[config.mk]
export PLATFORM = sky130hd
export DESIGN_NAME = multi_cycle_control
export DESIGN_NICKNAME = d
export VERILOG_FILES = /design/src/rtl/multi_cycle_control.sv
export SDC_FILE = /design/constraint.sdc
export NUM_CORES = 1
export LEC_CHECK = 0
export CORE_MARGIN = 3
export CORE_UTILIZATION = 38
export DETAILED_ROUTE_END_ITERATION = 7
export GPL_TIMING_DRIVEN = 1
export PLACE_DENSITY = 0.84
export SYNTH_ARGS = -nofsm -noshare
export SYNTH_HDL_FRONTEND = slang
export SYNTH_SLANG_ARGS = --single-unit
[constraint.sdc]
create_clock -name CLK -period 2.6 [get_ports CLK]
set_input_delay 0.39 -clock CLK [delete_from_list [all_inputs] [get_ports CLK]]
set_output_delay 0.39 -clock CLK [all_outputs]
set_load 0.02 [all_outputs]
[src/rtl/multi_cycle_control.sv]
// multi_cycle_control: IF/ID/EXE/MEM/WB sequencer for the multi-cycle MIPS datapath.
// Outputs are purely combinational from state, opcode, funct and zero.
module multi_cycle_control #(
    parameter int          ADDR_W  = 2,
    parameter logic [5:0]  HALT_OP = 6'b111111
) (
    input  logic              CLK,
    input  logic              Reset,
    input  logic [5:0]        opcode,
    input  logic [5:0]        funct,
    input  logic              zero,
    output logic [2:0]        state,
    output logic              PCWre,
    output logic              IRWre,
    output logic              ALUSrcA,
    output logic              ALUSrcB,
    output logic [3:0]        ALUOp,
    output logic              ExtSel,
    output logic              RegWre,
    output logic [1:0]        RegDst,
    output logic              WrRegDSrc,
    output logic              DBDataSrc,
    output logic              mRD,
    output logic              mWR,
    output logic [ADDR_W-1:0] PCSrc
);
    typedef enum logic [2:0] {
        S_IF   = 3'b000,
        S_ID   = 3'b001,
        S_EXE  = 3'b010,
        S_MEM  = 3'b011,
        S_WB   = 3'b100,
        S_HALT = 3'b111
    } state_t;

    state_t cur, nxt;
    logic r_type, i_add, i_sub, i_and, i_or, i_slt, i_sll, i_jr;
    logic i_addi, i_ori, i_lw, i_sw, i_beq, i_bne, i_j, i_jal, i_halt;
    logic known, id_final, ex;
    logic [3:0] alu_op;

    assign state  = cur;
    assign r_type = opcode == 6'b000000;
    assign i_add  = r_type && funct == 6'b100000;
    assign i_sub  = r_type && funct == 6'b100010;
    assign i_and  = r_type && funct == 6'b100100;
    assign i_or   = r_type && funct == 6'b100101;
    assign i_slt  = r_type && funct == 6'b101010;
    assign i_sll  = r_type && funct == 6'b000000;
    assign i_jr   = r_type && funct == 6'b001000;
    assign i_addi = opcode == 6'b001000;
    assign i_ori  = opcode == 6'b001101;
    assign i_lw   = opcode == 6'b100011;
    assign i_sw   = opcode == 6'b101011;
    assign i_beq  = opcode == 6'b000100;
    assign i_bne  = opcode == 6'b000101;
    assign i_j    = opcode == 6'b000010;
    assign i_jal  = opcode == 6'b000011;
    assign i_halt = opcode == HALT_OP;

    assign known = i_add | i_sub | i_and | i_or | i_slt | i_sll | i_jr | i_addi | i_ori |
                   i_lw | i_sw | i_beq | i_bne | i_j | i_jal;
    // Jumps and undecoded opcodes retire in ID; undecoded ones behave as a NOP.
    assign id_final = i_j | i_jal | i_jr | !known;
    // ALU controls stay driven from EXE through WB so the datapath result holds.
    assign ex = cur == S_EXE || cur == S_MEM || cur == S_WB;

    assign alu_op = (i_sub | i_beq | i_bne) ? 4'b0001 :
                    i_sll                   ? 4'b0010 :
                    (i_or | i_ori)          ? 4'b0011 :
                    i_and                   ? 4'b0100 :
                    i_slt                   ? 4'b0101 : 4'b0000;

    always_ff @(posedge CLK or negedge Reset)
        if (!Reset) cur <= S_IF;
        else        cur <= nxt;

    always_comb begin
        nxt       = cur;
        PCWre     = 1'b0;
        IRWre     = cur == S_IF;
        ALUSrcA   = ex && i_sll;
        ALUSrcB   = ex && (i_addi | i_ori | i_lw | i_sw);
        ALUOp     = ex ? alu_op : 4'b0000;
        ExtSel    = ex && !i_ori;
        RegWre    = 1'b0;
        RegDst    = 2'b00;
        WrRegDSrc = 1'b1;
        DBDataSrc = 1'b0;
        mRD       = 1'b0;
        mWR       = 1'b0;
        PCSrc     = '0;
        case (cur)
            S_IF: nxt = S_ID;
            S_ID: begin
                if (i_halt) nxt = S_HALT;
                else if (id_final) begin
                    nxt       = S_IF;
                    PCWre     = 1'b1;
                    PCSrc     = (i_j | i_jal) ? ADDR_W'(2'b11) : i_jr ? ADDR_W'(2'b10) : '0;
                    RegWre    = i_jal;
                    RegDst    = i_jal ? 2'b10 : 2'b00;
                    WrRegDSrc = !i_jal;
                end
                else nxt = S_EXE;
            end
            S_EXE: begin
                if (i_beq | i_bne) begin
                    nxt   = S_IF;
                    PCWre = 1'b1;
                    PCSrc = ((i_beq && zero) || (i_bne && !zero)) ? ADDR_W'(2'b01) : '0;
                end
                else nxt = (i_lw | i_sw) ? S_MEM : S_WB;
            end
            S_MEM: begin
                mRD   = i_lw;
                mWR   = i_sw;
                PCWre = i_sw;
                nxt   = i_sw ? S_IF : S_WB;
            end
            S_WB: begin
                nxt       = S_IF;
                PCWre     = 1'b1;
                RegWre    = 1'b1;
                RegDst    = r_type ? 2'b01 : 2'b00;
                DBDataSrc = i_lw;
            end
            S_HALT: nxt = S_HALT;
            default: nxt = S_IF;
        endcase
    end
endmodule

==> results of run 1 <==
==> logic make-up after synthesis <==
group,after synthesis,synth area share (%)
simple gates,52,48.4
compound gates,24,25.5
buf+inv,14,11.7
flops,3,11.2
xor+xnor,2,2.61
other cells,1,0.558
==> power breakdown <==
group	internal, mW	switching, mW
clock network	0.0578	0.0277
registers	0.0469	0
logic	0.0516	0.0466
==> cell type report <==
cell class	count	share of cell area [%]
inverters	6	1.73
multi-input cells	79	44.0
clock buffers	4	2.01
well taps	16	1.53
flip-flops and latches	3	5.75
repair buffers	71	45.0
==> per-layer routing <==
metal  share of wire, %  vias to the layer above  global-route usage (%)
met5                  0                        -                       0
met4                5.2                        0                    14.5
met3                7.7                       22                    4.89
met2                 49                       83                    47.0
met1                 38                      521                    37.8
li1                   -                      504                       -
==> metrics by stage <==
| step | cells | util, % | setup TNS [ns] | area [um^2] |
|---|---|---|---|---|
| 6_report | 179 | 82.8 | 0 | 1310 |
| 5_1_grt | 179 | 82.8 | -0.00377 | 1310 |
| 4_1_cts | 177 | 78.8 | 0 | 1240 |
| 3_5_place_dp | 170 | 77.1 | -5.42 | 1220 |
| 3_3_place_gp | 170 | 77.1 | -5.14 | 1220 |
| 2_1_floorplan | 96 | - | 0 | 672 |
==> worst reg2reg max path: stages (launching register included) <==
cell	delay [ns]
dfrtp_1	0.43
buf_4	0.18
or3b_2	0.46
o31ai_1	0.37
a211oi_1	0.14
o21ai_0	0.37
==> cells in the final DEF, fill, tap and decap left out, types with 4 or more instances in the layout <==
| cell type | count |
|---|---|
| inv_1 | 6 |
| buf_4 | 40 |
| o21ai_0 | 6 |
| nor4_1 | 4 |
| nand3_1 | 5 |
| dlygate4sd2_1 | 6 |
| clkdlybuf4s50_1 | 11 |
| nor2_1 | 8 |
| nor3_1 | 5 |
| dlymetal6s2s_1 | 5 |
| nand3b_1 | 5 |
| buf_2 | 6 |
==> worst max path at each step <==
stage               endpoint
floorplan              PCWre
global placement    ALUOp[1]
detailed placement  ALUOp[1]
CTS                 ALUOp[1]
global route        ALUOp[1]
finish              ALUOp[1]
==> what timing repair did <==
item,in CTS,in global routing
gates resized for setup,56,14
pin swaps,6,6
setup buffers,3,2
endpoints found under the setup margin,14,6
hold buffers,0,0
==> impl_metrics.json, run 1 <==
{
  "outcome": "completed",
  "drc_errors": 0,
  "clock-sinks": 3,
  "place_congestion": 0.834,
  "avgSynthCellArea_um2": 7.00,
  "fillers": 99,
  "r2r_end": "state[0]",
  "critPathKind": "input port to output pin",
  "first_iter_violations": 67,
  "layout.nets": 179,
  "synthTopCellsByCount": "nor2_1 (8), inv_1 (6), nor4_1 (6), o21ai_0 (6)",
  "synth.net_count": 111,
  "h-tree-depth": 1,
  "netlist.area_leader.share_pct": 11.2,
  "final_layout_size_suffix_gt1_share_pct": 39.9,
  "synth-main-ff-cell": "dfrtp_1",
  "grt_pass1_vias": 1036,
  "drv_slew": 0,
  "start_util_pct": 42.6,
  "p_per_area_mw_per_mm2": 177,
  "cts_tree": "done",
  "die_area_mm2": 0.00231,
  "cap_violations": 0,
  "boundaryPins": 36,
  "crit_buf_inv": 2,
  "critPathLaunchType": "input port",
  "dp_hpwl_um": 2020,
  "slowest_delay_ns": 0.56,
  "netlist_area_um2": 672,
  "yosysMostFrequentCell": "nor2_1",
  "overflow": 0,
  "wirelength_um": 3220,
  "clockBufferDepth": 2,
  "hold_class": "input port to async pin",
  "regArea_um2": 75.1,
  "portBuffers": 34,
  "die_x_um": 48.1,
  "place_ws_ns": -0.638,
  "async_flop_share_pct": 100,
  "grt_max_degree": 13,
  "grt_pass1_wl_um": 4730,
  "cp.depth": 5,
  "worst_path_max_delay_cell": "or4_4",
  "cp.arrival_ns": 2.17,
  "fin_crit_ns": 2.56,
  "drtPass1Iterations": 4,
  "clkLatencyLatePin_ns": 0.24,
  "fmax_mhz": 390,
  "design.core.area_mm2": 0.00158,
  "setup_ws_ns": 0.0375,
  "fin_crit_sh_pct": 98.6,
  "ys_types": 44,
  "report.power.total_mw": 0.231,
  "largest_reg_flops": 3,
  "synthCells": 96,
  "crit_chain": "clkdlybuf4s50_1 -> or4_4 -> or3_4 -> a211oi_2 -> buf_4",
  "leakage_nw": 0.638,
  "yosysWarningCount": 0,
  "ant_nets": 0,
  "post_drt_wl_per_cell_um": 18.0,
  "r2r-start": "state[0]",
  "clockRootBuffer": "clkbuf_4",
  "clk_pin_slew_ns": 0.04,
  "finClkSkew_ns": 0.00278,
  "cp_top_family": "simple AND/OR/NAND/NOR gates",
  "synth_edf_count": 0,
  "multiInputGateArea_um2": 574,
  "required_ns": 2.21,
  "worstSetupEndpointType": "output pin",
  "ys_seq_area_share_pct": 11.2,
  "vias": 1130,
  "finalSetupViolCount": 0,
  "diodes": 0,
  "antenna_found_initial": 0,
  "crit_fanout": 2,
  "row_count": 14,
  "report.final.hold_viol_count": 0,
  "yosysTopAreaCell": "dfrtp_1",
  "r2r_slack_ns": 0.49,
  "synth_seq_cells": 3,
  "rr_worst_depth": 5,
  "cts_made_buffers": 3,
  "area.growth.synth_to_final_pct": 94.2,
  "whs_ns": 0.349,
  "synth_area_leaders": "dfrtp_1 (11%), nand3b_1 (5.6%), nor4_1 (5.6%)",
  "peakVddDrop_mv": 0.297,
  "viasPerCell": 6.31,
  "grt_util_all_layers_pct": 29.4,
  "crit_start": "funct[0]",
  "dieHeight_um": 48.1
}
Note: power is estimated with default switching activity, not from simulation.
==> run 2, diff against run 1 <==
Clock period 2.6 ns to 2.9 ns, I/O delays scaled along.
==> impl_metrics.json, run 2 (same netlist as run 1, synthesis figures left out) <==
{
  "outcome": "completed",
  "final_cell_mix": "buf_4 (26), clkdlybuf4s50_1 (21), nor2_1 (8)",
  "ant_nets": 0,
  "row_count": 14,
  "clock-sinks": 3,
  "finalSetupViolCount": 0,
  "report.power.total_mw": 0.195,
  "report.final.hold_viol_count": 0,
  "h-tree-depth": 1,
  "fin_util_pct": 74.8,
  "fmax_mhz": 349,
  "place_congestion": 0.830,
  "die_x_um": 48.1,
  "cts_tree": "done",
  "clkLatencyLatePin_ns": 0.24,
  "fin_crit_ns": 2.86,
  "first_iter_violations": 41,
  "grt-busiest-layer": "met2",
  "fin_crit_sh_pct": 98.8,
  "crit_fanout": 4,
  "p_per_area_mw_per_mm2": 165,
  "leakage_nw": 0.548,
  "antenna_found_initial": 0,
  "fin_cells": 167,
  "hold_class": "input port to async pin",
  "die_area_mm2": 0.00231,
  "cap_violations": 0,
  "cts_made_buffers": 3,
  "peakVddDrop_mv": 0.146,
  "drtPass1Iterations": 4,
  "portBuffers": 34,
  "cts_hold_buf": 0,
  "vias": 955,
  "area.growth.synth_to_final_pct": 75.6,
  "grt_pass1_wl_um": 3660,
  "post_drt_wl_per_cell_um": 13.9,
  "overflow": 0,
  "crit_chain": "clkdlybuf4s50_1 -> or4_4 -> nor4_1 -> o21ai_0 -> a21oi_1 -> dlygate4sd2_1",
  "use_met3_pct": 5.64,
  "cp_top_family": "simple AND/OR/NAND/NOR gates",
  "worstSetupEndpointType": "output pin",
  "layout.nets": 167,
  "viasPerCell": 5.72,
  "grt_util_all_layers_pct": 22.2,
  "largest_reg_flops": 3,
  "required_ns": 2.47,
  "grt_use_met2_pct": 37.2,
  "fillers": 121,
  "clockRootBuffer": "clkbuf_4",
  "dieHeight_um": 48.1,
  "rsz0062_at_grt": "no",
  "grtUsageMet1_pct": 27.8,
  "dpl.cell_count": 163,
  "cp.arrival_ns": 2.43,
  "r2r_slack_ns": 1.24,
  "drc_errors": 0,
  "critPathLaunchType": "input port",
  "slowest_delay_ns": 0.56,
  "worst_path_max_delay_cell": "or4_4",
  "clk_pin_slew_ns": 0.04,
  "crit_buf_inv": 2,
  "clockBufferDepth": 2,
  "start_util_pct": 42.6,
  "wirelength_um": 2310,
  "finClkSkew_ns": 0.00706,
  "final_layout_size_suffix_gt1_share_pct": 27.8,
  "fin_setup_tns_ns": 0,
  "grt_pass1_vias": 882,
  "final_common_cell": "buf_4",
  "diodes": 0,
  "drv_slew": 0,
  "dp_hpwl_um": 1840,
  "boundaryPins": 36,
  "design.core.area_mm2": 0.00158,
  "critPathKind": "input port to output pin",
  "grt_max_degree": 13
}
run 2: cell types whose count changed in the layout (fill, tap and decap cells not counted), moves of 2 or more:
cell             change
buf_4               -14
clkdlybuf4s50_1     +10
clkbuf_2             +5
dlygate4sd2_1        -3
dlymetal6s2s_1       -2
buf_2                -6
run 2: per-stage QoR:
step	area (um^2)	worst slack, ns	hold slack, ns
floorplan	672	0.418	0.139
global placement	1160	-0.381	0.623
detailed placement	1160	-0.409	0.629
CTS	1190	0.000151	0.366
global route	1180	0.00522	0.377
finish	1180	0.0354	0.375
run 2: power by group:
group	switching, mW	internal (mW)
combinational	0.0335	0.0422
sequential	0	0.0421
clock	0.0250	0.0518
run 2: routing by layer:
metal  part of all wire [%]  up-vias
li1                       -      475
met4                    1.9        0
met3                    4.2        4
met2                     50       31
met1                     44      445
met5                      0        -
run 2: final cells by class:
type / count / area [um^2] / area share [%]
sequential: 3 / 75.1 / 6.36
multi-input combinational: 79 / 532 / 45.1
tap: 16 / 20.0 / 1.70
inverter: 6 / 22.5 / 1.91
timing repair buffer: 59 / 504 / 42.7
clock buffer: 4 / 26.3 / 2.23
run 2: worst paths after layout:
| path | endpoint | from | depth (start not counted) |
|---|---|---|---|
| min in group CLK | state[0] | state[2] | 1 |
| worst max register to register | state[0] | state[0] | 4 |
| worst min register to register | state[0] | state[2] | 1 |
| max in group asynchronous | state[1] | Reset | 1 |
| worst max-delay path | ALUOp[0] | funct[4] | 6 |
| worst min-delay path | state[0] | Reset | 1 |
run 2: timing repair:
item	in CTS	in global routing
endpoints found under the setup margin	10	10
pin swaps	0	4
gates resized for setup	17	15
setup buffers	0	0
